$ cat config.mk
export PLATFORM = sky130hd
export DESIGN_NAME = vga_timing_gen
export DESIGN_NICKNAME = d
export VERILOG_FILES = /design/src/rtl/vga_timing_pkg.sv /design/src/rtl/vga_axis_counter.sv /design/src/rtl/vga_timing_gen.sv
export SDC_FILE = /design/constraint.sdc
export NUM_CORES = 1
export LEC_CHECK = 0
export ABC_AREA = 1
export BUFFER_PORTS_ARGS = -buffer_cell sky130_fd_sc_hd__buf_2
export CAP_MARGIN = 15
export CORE_MARGIN = 10
export CORE_UTILIZATION = 40
export DETAILED_ROUTE_END_ITERATION = 8
export GPL_ROUTABILITY_DRIVEN = 0
export PLACE_DENSITY = 0.71
export SYNTH_ARGS = -nofsm -noshare
export SYNTH_HDL_FRONTEND = slang
export SYNTH_HIERARCHICAL = 1
export SYNTH_SLANG_ARGS = --single-unit
$ cat constraint.sdc
create_clock -name clk -period 6.05 [get_ports clk]
set_input_delay 1.5125 -clock clk [delete_from_list [all_inputs] [get_ports clk]]
set_output_delay 1.5125 -clock clk [all_outputs]
set_load 0.01 [all_outputs]
$ cat src/rtl/vga_timing_pkg.sv
`default_nettype none
// ============================================================================
// Module      : vga_timing_pkg
// Description : Shared timing constants for the pixel-timing generator.
//               Holds the 640x480@60 line/frame geometry, the derived
//               totals and the raster-position width used by every layer.
// Revision    : 1.0 - initial release
// ============================================================================
package vga_timing_pkg;

   // Width of hpos/vpos as seen by the downstream layers.
   localparam int POS_W     = 10;
   localparam int POS_LIMIT = 1 << POS_W;

   // Horizontal geometry, in pixel ticks.
   localparam int H_ACTIVE  = 640;
   localparam int H_FP      = 16;
   localparam int H_SYNC    = 96;
   localparam int H_BP      = 48;

   // Vertical geometry, in lines.
   localparam int V_ACTIVE  = 480;
   localparam int V_FP      = 10;
   localparam int V_SYNC    = 2;
   localparam int V_BP      = 33;

   localparam int H_TOTAL   = H_ACTIVE + H_FP + H_SYNC + H_BP;   // 800
   localparam int V_TOTAL   = V_ACTIVE + V_FP + V_SYNC + V_BP;   // 525

endpackage : vga_timing_pkg
`default_nettype wire

$ cat src/rtl/vga_axis_counter.sv
`default_nettype none
// ============================================================================
// Module      : vga_axis_counter
// Description : One raster axis. A wrapping counter 0..TOTAL-1 that advances
//               when en is high, with a terminal-count flag and decodes of
//               the active and sync windows taken from the next count value,
//               so a register loaded from them lines up with the count.
// Ports       : clk, reset (async, active-high), en (advance enable)
//               count       - current position
//               terminal    - count == TOTAL-1
//               active_next - next count < ACTIVE
//               sync_next   - next count in [SYNC_START, SYNC_END)
// Revision    : 1.0 - initial release
// ============================================================================
module vga_axis_counter
   import vga_timing_pkg::*;
#(
   parameter int WIDTH      = POS_W,
   parameter int TOTAL      = H_TOTAL,
   parameter int ACTIVE     = H_ACTIVE,
   parameter int SYNC_START = H_ACTIVE + H_FP,
   parameter int SYNC_END   = H_ACTIVE + H_FP + H_SYNC
)(
   input  logic             clk,
   input  logic             reset,
   input  logic             en,
   output logic [WIDTH-1:0] count,
   output logic             terminal,
   output logic             active_next,
   output logic             sync_next
);

   localparam logic [WIDTH-1:0] C_LAST       = WIDTH'(TOTAL - 1);
   localparam logic [WIDTH-1:0] C_ACTIVE     = WIDTH'(ACTIVE);
   localparam logic [WIDTH-1:0] C_SYNC_START = WIDTH'(SYNC_START);
   localparam logic [WIDTH-1:0] C_SYNC_END   = WIDTH'(SYNC_END);

   logic [WIDTH-1:0] r_count;
   logic [WIDTH-1:0] w_count_next;
   logic             w_terminal;

   assign w_terminal = (r_count == C_LAST);

   always_comb begin
      w_count_next = r_count;
      if (en) begin
         w_count_next = w_terminal ? '0 : r_count + 1'b1;
      end
   end

   always_ff @(posedge clk or posedge reset) begin
      if (reset) begin
         r_count <= '0;
      end else begin
         r_count <= w_count_next;
      end
   end

   assign count       = r_count;
   assign terminal    = w_terminal;
   assign active_next = (w_count_next < C_ACTIVE);
   assign sync_next   = (w_count_next >= C_SYNC_START) && (w_count_next < C_SYNC_END);

endmodule : vga_axis_counter
`default_nettype wire

$ cat src/rtl/vga_timing_gen.sv
`default_nettype none
// ============================================================================
// Module      : vga_timing_gen
// Description : Parameterised, clock-enabled raster timing generator.
//               Produces hpos/vpos, hsync/vsync, display_on, line/frame
//               start strobes and an 8-bit frame counter for the video
//               layers downstream.
// Ports       : clk         - pixel-domain clock
//               reset       - asynchronous, active-high reset
//               pix_en      - pixel tick enable
//               hpos, vpos  - raster position
//               display_on  - inside the visible area
//               hsync/vsync - SYNC_ACTIVE level inside the sync windows
//               line_start  - one-clock pulse when hpos wraps to 0
//               frame_start - one-clock pulse when (hpos,vpos) wraps to (0,0)
//               frame       - frame counter, wraps 255 -> 0
// Build macro : VGA_TIMING_SYNC_DELAY_EN - when defined, hsync/vsync and
//               display_on pass through one extra pix_en-qualified stage
//               and lag hpos/vpos by one pixel tick.
// Revision    : 1.0 - initial release
// ============================================================================
module vga_timing_gen
   import vga_timing_pkg::*;
#(
   parameter int H_ACTIVE    = vga_timing_pkg::H_ACTIVE,
   parameter int H_FP        = vga_timing_pkg::H_FP,
   parameter int H_SYNC      = vga_timing_pkg::H_SYNC,
   parameter int H_BP        = vga_timing_pkg::H_BP,
   parameter int V_ACTIVE    = vga_timing_pkg::V_ACTIVE,
   parameter int V_FP        = vga_timing_pkg::V_FP,
   parameter int V_SYNC      = vga_timing_pkg::V_SYNC,
   parameter int V_BP        = vga_timing_pkg::V_BP,
   parameter bit SYNC_ACTIVE = 1'b0
)(
   input  logic             clk,
   input  logic             reset,
   input  logic             pix_en,
   output logic [POS_W-1:0] hpos,
   output logic [POS_W-1:0] vpos,
   output logic             display_on,
   output logic             hsync,
   output logic             vsync,
   output logic             line_start,
   output logic             frame_start,
   output logic [7:0]       frame
);

   localparam int H_TOTAL = H_ACTIVE + H_FP + H_SYNC + H_BP;
   localparam int V_TOTAL = V_ACTIVE + V_FP + V_SYNC + V_BP;

   // Geometry that does not fit the position width is a build error.
   if (H_TOTAL > POS_LIMIT) begin : g_h_total_check
      $error("vga_timing_gen: H_TOTAL exceeds the position range");
   end
   if (V_TOTAL > POS_LIMIT) begin : g_v_total_check
      $error("vga_timing_gen: V_TOTAL exceeds the position range");
   end

   logic w_h_term, w_h_active_next, w_h_sync_next;
   logic w_v_term, w_v_active_next, w_v_sync_next;
   logic w_v_en;
   logic w_line_wrap, w_frame_wrap;

   logic       r_hsync, r_vsync, r_display_on;
   logic       r_line_start, r_frame_start;
   logic [7:0] r_frame;

   // Vertical axis advances only on the last pixel of a line.
   assign w_v_en       = pix_en & w_h_term;
   assign w_line_wrap  = pix_en & w_h_term;
   assign w_frame_wrap = w_line_wrap & w_v_term;

   vga_axis_counter #(
      .WIDTH      (POS_W),
      .TOTAL      (H_TOTAL),
      .ACTIVE     (H_ACTIVE),
      .SYNC_START (H_ACTIVE + H_FP),
      .SYNC_END   (H_ACTIVE + H_FP + H_SYNC)
   ) u_h_axis (
      .clk         (clk),
      .reset       (reset),
      .en          (pix_en),
      .count       (hpos),
      .terminal    (w_h_term),
      .active_next (w_h_active_next),
      .sync_next   (w_h_sync_next)
   );

   vga_axis_counter #(
      .WIDTH      (POS_W),
      .TOTAL      (V_TOTAL),
      .ACTIVE     (V_ACTIVE),
      .SYNC_START (V_ACTIVE + V_FP),
      .SYNC_END   (V_ACTIVE + V_FP + V_SYNC)
   ) u_v_axis (
      .clk         (clk),
      .reset       (reset),
      .en          (w_v_en),
      .count       (vpos),
      .terminal    (w_v_term),
      .active_next (w_v_active_next),
      .sync_next   (w_v_sync_next)
   );

   // Decoded outputs load from the next-state position so they describe the
   // same (hpos,vpos) that is visible in this cycle. After reset display_on
   // stays 0 at (0,0) until the first enabled tick. Strobes are cleared on
   // every cycle they are not firing, so a pulse is one clk wide even when
   // pix_en is only asserted intermittently.
   always_ff @(posedge clk or posedge reset) begin
      if (reset) begin
         r_hsync       <= ~SYNC_ACTIVE;
         r_vsync       <= ~SYNC_ACTIVE;
         r_display_on  <= 1'b0;
         r_line_start  <= 1'b0;
         r_frame_start <= 1'b0;
         r_frame       <= 8'd0;
      end else begin
         r_line_start  <= w_line_wrap;
         r_frame_start <= w_frame_wrap;
         if (pix_en) begin
            r_hsync      <= w_h_sync_next ? SYNC_ACTIVE : ~SYNC_ACTIVE;
            r_vsync      <= w_v_sync_next ? SYNC_ACTIVE : ~SYNC_ACTIVE;
            r_display_on <= w_h_active_next & w_v_active_next;
            if (w_frame_wrap) begin
               r_frame <= r_frame + 8'd1;
            end
         end
      end
   end

`ifdef VGA_TIMING_SYNC_DELAY_EN
   // One extra pixel-tick stage for layers that register rgb one cycle
   // after they see the position.
   logic r_hsync_d, r_vsync_d, r_display_on_d;

   always_ff @(posedge clk or posedge reset) begin
      if (reset) begin
         r_hsync_d      <= ~SYNC_ACTIVE;
         r_vsync_d      <= ~SYNC_ACTIVE;
         r_display_on_d <= 1'b0;
      end else if (pix_en) begin
         r_hsync_d      <= r_hsync;
         r_vsync_d      <= r_vsync;
         r_display_on_d <= r_display_on;
      end
   end

   assign hsync      = r_hsync_d;
   assign vsync      = r_vsync_d;
   assign display_on = r_display_on_d;
`else
   assign hsync      = r_hsync;
   assign vsync      = r_vsync;
   assign display_on = r_display_on;
`endif

   assign line_start  = r_line_start;
   assign frame_start = r_frame_start;
   assign frame       = r_frame;

endmodule : vga_timing_gen
`default_nettype wire

==> results of run 1 <==
critical path, delay by kind of cell:
family | cells | cell delay, ns
buffers and inverters | 4 | 0.65
AND/OR/NAND/NOR | 11 | 0.97
layout make-up:
cell class,instances,share of cell area
multi-input combinational,187,0.400
sequential,33,0.357
inverter,59,0.0956
timing repair buffer,35,0.0756
tap,67,0.0362
clock buffer,6,0.0313
clock inverter,2,0.00432
logic make-up after synthesis:
group                      count (synthesis)  share of synthesized area
DFF                                       33                      0.415
buffers and inverters                     61                      0.122
and+or+nand+nor                          166                      0.381
xor gates and xnor gates                   7                     0.0307
adders and majority gates                  4                     0.0250
AOI/OAI and AO/OA                         10                     0.0263
metrics by stage:
step                      hold WS, ns   util  setup WS, ns  cell area [sq um]
after floorplan                 0.492      -          3.47               2000
after global placement          0.482  0.467          2.89               2230
after detailed placement        0.484  0.467          2.84               2230
after CTS                       0.495  0.484          3.15               2320
after global routing            0.550  0.484          2.84               2320
final                           0.489  0.484          3.14               2320
path summary, 6_finish.rpt:
path,startpoint,endpoint,slack [ns]
min in group asynchronous,reset,u_v_axis/count[5]$_DFF_PP0_,1.22
hold reg to reg,hsync$_DFFE_PP1P_,hsync$_DFFE_PP1P_,0.49
hold / removal,hsync$_DFFE_PP1P_,hsync$_DFFE_PP1P_,0.49
setup / recovery,pix_en,display_on$_DFFE_PP0P_,3.14
setup reg to reg,u_h_axis/count[1]$_DFF_PP0_,display_on$_DFFE_PP0P_,3.50
max in group asynchronous,reset,vsync$_DFFE_PP1P_,4.43
flip-flops by register name, indices dropped and copies added, names as in the netlist:
name            flops
display_on          1
frame               8
frame_start         1
hsync               1
line_start          1
u_h_axis/count     10
u_v_axis/count     10
vsync               1
where the power goes:
group / switching [W] / leakage, nW / internal, W
logic: 0.000101 / 0.933 / 0.0000555
clock network: 0.0000802 / 0.0450 / 0.0000796
registers: 0.0000370 / 0.374 / 0.000247
total: 0.000218 / 1.35 / 0.000382
synth_stat cells (3+ instances only):
cell     count
nand3_1     31
nor2_4       5
nor2_1      29
o21ai_0      6
dfrtp_1     31
nand3_2      3
nand2_2      3
inv_1       59
nand4_1      5
ha_1         4
xor2_1       6
nand2_1     83
nor2_2       4
routing by layer:
metal	up-vias	GRT usage
li1	933	-
met1	829	0.132
met2	49	0.189
met3	6	0.0374
met4	0	0.0464
met5	-	0
==> reports/results.tsv, run 1 <==
stage	metric	value	unit
sta	Least-Margin Pin Slew	0.541	ns
synth	Synthesis Warnings	6	
setup_path	critical path cell sequence	buf_2, nand2_1, inv_1, nand2_1, nor2_4, nand2_1, inv_1, nand2_1, nand2_1, inv_1, nand2_1, nor2_1, nor2_1, nand3_1, nand2_1	
drt	antenna-violating nets left	0	
clock_tree	Clock Pin Slew Worst Setup and Hold Paths	0.07	ns
synth	cell taking the most area after synthesis	dfrtp_1	
drt	metal2 WL	2100	um
final_layout	Multi-input gate area	926	sq um
setup_path	worst endpoint required time	6.28	ns
synth	Unique masters post-synth	22	
clock_tree	TritonCTS Buffers	5	
final_layout	P&R area growth vs syn	16.0	%
sta	clk_skew	0.00842	ns
placement	hpwl dp	3510	um
sta	Final Hold Viols	0	
floorplan	Starting Density	0.418	
clock_tree	setup repair bufs after CTS	0	
synth	synthesized area	2000	sq um
sta	Slew Viols, Final	0	
power_and_ir_drop	leak pwr	1.35	nW
sta	Max transition margin	0.636	
sta	fin crit share	0.481	
synth	average size of a mapped cell	7.11	sq um
final_layout	Nets	328	
setup_path	Worst path most repeated cell	nand2_1	
sta	RSZ-0062 raised after global routing	no	
clock_tree	Post-CTS Hold Fix Bufs	0	
synth	Mapped Nets	288	
clock_tree	CTS root buffer	clkbuf_8	
drt	vias per cell	4.67	
placement	placed cells	381	
floorplan	Die Ht	90.7	um
global_route	vias in the first global route	1820	
synth	Async SR Flop Fraction	1.00	
floorplan	core area	4790	sq um
clock_tree	post-CTS sizing	0	
power_and_ir_drop	Total Power	0.000600	W
synth	Synth top area share	0.388	
clock_tree	Max clock buf depth	2	
floorplan	die width	90.7	um
final_layout	fillers	479	
synth	ranking of synthesized cells by area	dfrtp_1, nand2_1, inv_1	
global_route	GRT Residual Overflow	0	
synth	flops & latches, synth	33	
synth	top_reg_cell synth	dfrtp_1	
global_route	initial antenna violation count	0	
setup_path	slowest CP cell	inv_1	
sta	post-layout min period	2.91	ns
drt	Routed met1 length	2050	um
floorplan	Die ar.	8220	sq um
setup_path	CP arrival	3.14	ns
setup_path	CP max stage delay	0.30	ns
outcome	status	completed	
setup_path	CP Launch Type	primary input	
setup_path	Worst setup EP type	register	
drt	DR iter-0 viols	78	
drt	Pre-antenna DRT Iters	4	
setup_path	crit path max fanout	14	
setup_path	worst reg2reg path depth	19	
power_and_ir_drop	Max rail drop VDD	0.143	mV
setup_path	critical path class	primary input to register	
global_route	largest net degree at the start of global routing	15	
final_layout	fraction of layout cells with a size suffix above 1	0.189	
drt	Met3 Wirelength	273	um
placement	I/O Buffers	35	
sta	Setup Viol. Count Final	0	
clock_tree	CTS sink count	33	
final_layout	fin cells	389	
sta	Max Clk Rate	344	MHz
drt	total number of vias	1817	
final_layout	sequential cell area	828	sq um
clock_tree	htree depth	2	
clock_tree	clock latency on the worst-skew pair	0.29	ns
sta	setup_tns	0	ns
flow_run	max_cap viols	0	
global_route	GRT Total Usage	0.114	
drt	drt wl/cell	11.5	um
hold_path	Hold Crit Depth	2	
floorplan	num rows	25	
drt	top sig layer	met4	
power_and_ir_drop	Pwr per Cell Area	259	nW/um^2
synth	Mapped Cells	281	
drt	Routed WL	4480	um
drt	# DRC	0	
floorplan	I/O pin count	36	
synth	Post-synth EDFFs	0	
final_layout	most frequent cells in the layout	nand2_1, inv_1, buf_2	
hold_path	HP Class	register to register	
final_layout	leading cell type in the layout, fill and taps excluded	nand2_1	
global_route	global-route wire length before repair	7980	um
synth	post-synthesis sequential area ratio	0.415	
final_layout	antenna cells	0	
clock_tree	CTS tree	yes	
Note: power is estimated with default switching activity, not from simulation.
==> run 2, diff against run 1 <==
--- a/config.mk
+++ b/config.mk
@@ -5,14 +5,14 @@
 export SDC_FILE = /design/constraint.sdc
 export NUM_CORES = 1
 export LEC_CHECK = 0
-export ABC_AREA = 1
+export ABC_AREA = 0
 export BUFFER_PORTS_ARGS = -buffer_cell sky130_fd_sc_hd__buf_2
 export CAP_MARGIN = 15
 export CORE_MARGIN = 10
 export CORE_UTILIZATION = 40
 export DETAILED_ROUTE_END_ITERATION = 8
 export GPL_ROUTABILITY_DRIVEN = 0
-export PLACE_DENSITY = 0.71
+export PLACE_DENSITY = 0.72
 export SYNTH_ARGS = -nofsm -noshare
 export SYNTH_HDL_FRONTEND = slang
 export SYNTH_HIERARCHICAL = 1
==> constraint.sdc (replaced) <==
create_clock -name clk -period 2.9 [get_ports clk]
set_input_delay 0.725 -clock clk [delete_from_list [all_inputs] [get_ports clk]]
set_output_delay 0.725 -clock clk [all_outputs]
set_load 0.01 [all_outputs]
==> reports/results.tsv, run 2 <==
stage	metric	value	unit	change
final_layout	antenna cells	0		unchanged
sta	Slew Viols, Final	0		unchanged
power_and_ir_drop	sw frac	0.285		was 0.363
final_layout	fraction of layout cells with a size suffix above 1	0.274		was 0.189
drt	Routed WL	4180	um	was 4480 um
sta	Max transition margin	0.652		was 0.636
power_and_ir_drop	total net switching power	0.000347	W	was 0.000218 W
final_layout	leading cell type in the layout, fill and taps excluded	buf_2		was nand2_1
synth	post-synthesis compound-gate area fraction	0.0724		was 0.0263
sta	worst setup margin	0.370	ns	was 3.14 ns
global_route	initial antenna violation count	0		unchanged
final_layout	fillers	408		was 479
synth	average size of a mapped cell	9.92	sq um	was 7.11 sq um
placement	I/O Buffers	35		unchanged
sta	Final Hold Viols	0		unchanged
power_and_ir_drop	Total Power	0.00122	W	was 0.000600 W
sta	setup_tns	0	ns	unchanged
synth	top_reg_cell synth	dfrtp_1		unchanged
drt	antenna-violating nets left	0		unchanged
synth	Synthesis Warnings	6		unchanged
clock_tree	htree depth	2		unchanged
final_layout	Final Util	0.497		was 0.484
power_and_ir_drop	Sequential Power Share	0.462		was 0.473
synth	Synth top cells by count	dfrtp_1, nand2_1, nor2_1, inv_1, xor2_1		was nand2_1, inv_1, dfrtp_1, nand3_1, nor2_1
drt	DR iter-0 viols	76		was 78
drt	# DRC	0		unchanged
clock_tree	post-CTS sizing	0		unchanged
setup_path	Worst setup EP type	register		unchanged
power_and_ir_drop	P_int	0.000873	W	was 0.000382 W
clock_tree	Post-CTS Hold Fix Bufs	0		unchanged
synth	Mapped Cells	183		was 281
global_route	largest net degree at the start of global routing	14		was 15
placement	post-placement setup slack	0.362	ns	was 2.84 ns
drt	drt wl/cell	15.0	um	was 11.5 um
sta	Least-Margin Pin Slew	0.522	ns	was 0.541 ns
synth	flops & latches, synth	33		unchanged
synth	Post-synth EDFFs	0		unchanged
synth	synthesized area	1820	sq um	was 2000 sq um
clock_tree	CTS tree	yes		unchanged
synth	Post-Synth XOR/XNOR Area	0.0917		was 0.0307
clock_tree	TritonCTS Buffers	5		unchanged
global_route	GRT Total Usage	0.111		was 0.114
flow_run	max_cap viols	0		unchanged
clock_tree	CTS root buffer	clkbuf_8		unchanged
setup_path	critical path class	register to register		was primary input to register
synth	Post-Synth Simple-Gate Area	0.281		was 0.381
floorplan	I/O pin count	36		unchanged
synth	adder-cell share of the synthesized area	0.0276		was 0.0250
global_route	vias in the first global route	1380		was 1820
sta	Setup Viol. Count Final	0		unchanged
drt	Pre-antenna DRT Iters	4		unchanged
floorplan	core area	4380	sq um	was 4790 sq um
power_and_ir_drop	leak pwr	1.09	nW	was 1.35 nW
setup_path	crit path max fanout	5		was 14
outcome	status	completed		unchanged
sta	clk_skew	0.00530	ns	was 0.00842 ns
synth	Unique masters post-synth	46		was 22
power_and_ir_drop	Max rail drop VDD	0.245	mV	was 0.143 mV
clock_tree	Clock Pin Slew Worst Setup and Hold Paths	0.07	ns	about the same
setup_path	CP arrival	2.69	ns	was 3.14 ns
sta	RSZ-0062 raised after global routing	no		unchanged
placement	hpwl dp	3190	um	was 3510 um
clock_tree	CTS sink count	33		unchanged
synth	Async SR Flop Fraction	1.00		unchanged
synth	count leader, synth	dfrtp_1		was nand2_1
drt	vias per cell	5.41		was 4.67
hold_path	HP Class	primary input to asynchronous set/reset pin		was register to register
final_layout	most frequent cells in the layout	buf_2, dfrtp_1, nand2_1		was nand2_1, inv_1, buf_2
drt	total number of vias	1505		was 1817
clock_tree	Max clock buf depth	2		unchanged
synth	post-synthesis sequential area ratio	0.456		was 0.415
setup_path	worst endpoint required time	3.06	ns	was 6.28 ns
synth	post-synthesis mux area share	0.0283		was 0
sta	Max Clk Rate	395	MHz	
sta	post-layout min period	2.53	ns	
power_and_ir_drop	Pwr per Cell Area	559	nW/um^2	was 259 nW/um^2
synth	largest family of logic cells by synthesized area	simple AND/OR/NAND/NOR gates		unchanged
synth	ranking of synthesized cells by area	dfrtp_1, xor2_1, nand2_1		was dfrtp_1, nand2_1, inv_1
synth	Mapped Nets	190		was 288
final_layout	P&R area growth vs syn	20.1	%	was 16.0%
global_route	GRT Residual Overflow	0		unchanged
setup_path	CP Launch Type	register		was primary input
floorplan	num rows	24		was 25
power_and_ir_drop	Clk pwr share	0.364		was 0.266
clock_tree	clock latency on the worst-skew pair	0.28	ns	was 0.29 ns
power_and_ir_drop	Comb pwr share	0.174		was 0.260
sta	fin crit share	0.872		
floorplan	die width	87.4	um	was 90.7 um
floorplan	Starting Density	0.414		was 0.418
floorplan	Die Ht	87.4	um	was 90.7 um
floorplan	Die ar.	7630	sq um	was 8220 sq um
synth	Synth top area share	0.427		was 0.388
global_route	global-route wire length before repair	6780	um	was 7980 um
clock_tree	setup repair bufs after CTS	0		unchanged
synth	cell taking the most area after synthesis	dfrtp_1		unchanged
final_layout	Nets	232		was 328
run 2: changes by cell type after synthesis, moves of 4 or more:
| cell | before | now |
|---|---|---|
| xnor2_1 | 1 | 8 |
| nand3_1 | 31 | 7 |
| inv_1 | 59 | 14 |
| nor2_2 | 4 | 0 |
| mux2i_1 | 0 | 4 |
| xor2_1 | 6 | 11 |
| nor2_1 | 29 | 15 |
| nand2_1 | 83 | 21 |
| nor2_4 | 5 | 0 |
| nor3_1 | 0 | 4 |
| and3_1 | 0 | 4 |
run 2: final cells by class:
type	count	area [sq um]	share of cell area
Clock buffer	7	86.3	0.0396
Clock inverter	1	30.0	0.0138
Inverter	15	56.3	0.0258
Multi-Input combinational cell	131	910	0.417
Sequential cell	33	828	0.380
Tap cell	52	65.1	0.0298
Timing Repair Buffer	39	205	0.0941
run 2: cells by family (layout without fill, tap and decap cells):
family / count (synthesis) / count (layout)
flip-flops: 33 / 33
multiplexers: 5 / 5
adder cells (fa/ha/maj): 4 / 4
XOR/XNOR: 19 / 19
AND/OR/NAND/NOR: 84 / 84
AO/OA/AOI/OAI: 19 / 19
buffers and inverters: 19 / 62
run 2: power groups by stage:
stage / Clock, W / Combinational [W] / Sequential, W
CTS: 0.000459 / 0.000214 / 0.000564
finish: 0.000444 / 0.000212 / 0.000563
global placement: 0 / 0.000209 / 0.000569
floorplan: 0 / 0.000118 / 0.000582
detailed placement: 0 / 0.000212 / 0.000572
global route: 0.000473 / 0.000236 / 0.000575
run 2: final timing paths:
check | start | end | slack [ns] | depth (start not counted)
max in group asynchronous | reset | hsync$_DFFE_PP1P_ | 2.05 | 2
hold / removal | reset | u_v_axis/count[1]$_DFF_PP0_ | 0.44 | 2
setup reg to reg | u_h_axis/count[6]$_DFF_PP0_ | display_on$_DFFE_PP0P_ | 0.37 | 10
hold reg to reg | hsync$_DFFE_PP1P_ | hsync$_DFFE_PP1P_ | 0.47 | 2
setup / recovery | u_h_axis/count[6]$_DFF_PP0_ | display_on$_DFFE_PP0P_ | 0.37 | 10
min in group clk | hsync$_DFFE_PP1P_ | hsync$_DFFE_PP1P_ | 0.47 | 2
run 2: routing by layer:
metal | up-vias | track usage | share of wire
li1 | 729 | - | -
met1 | 731 | 0.132 | 0.45
met2 | 40 | 0.175 | 0.47
met3 | 5 | 0.0393 | 0.064
met4 | 0 | 0.0478 | 0.016
met5 | - | 0 | 0
run 2: metrics by stage:
stage,cell area [sq um],hold WS [ns],instances
after floorplan,1820,0.470,183
after global placement,2060,0.453,270
after detailed placement,2060,0.462,270
after CTS,2180,0.446,278
after global routing,2180,0.459,278
final,2180,0.437,278
run 2: critical path, cell delays in order (launching register included):
cell and delay [ns]:
dfrtp_1 0.43, nand4bb_1 0.27, nor4_1 0.35, and2_2 0.23
nand4_2 0.17, or2_4 0.30, nor3_2 0.26, xor2_1 0.17
a21oi_1 0.08, nand3_1 0.07, o21ai_0 0.07
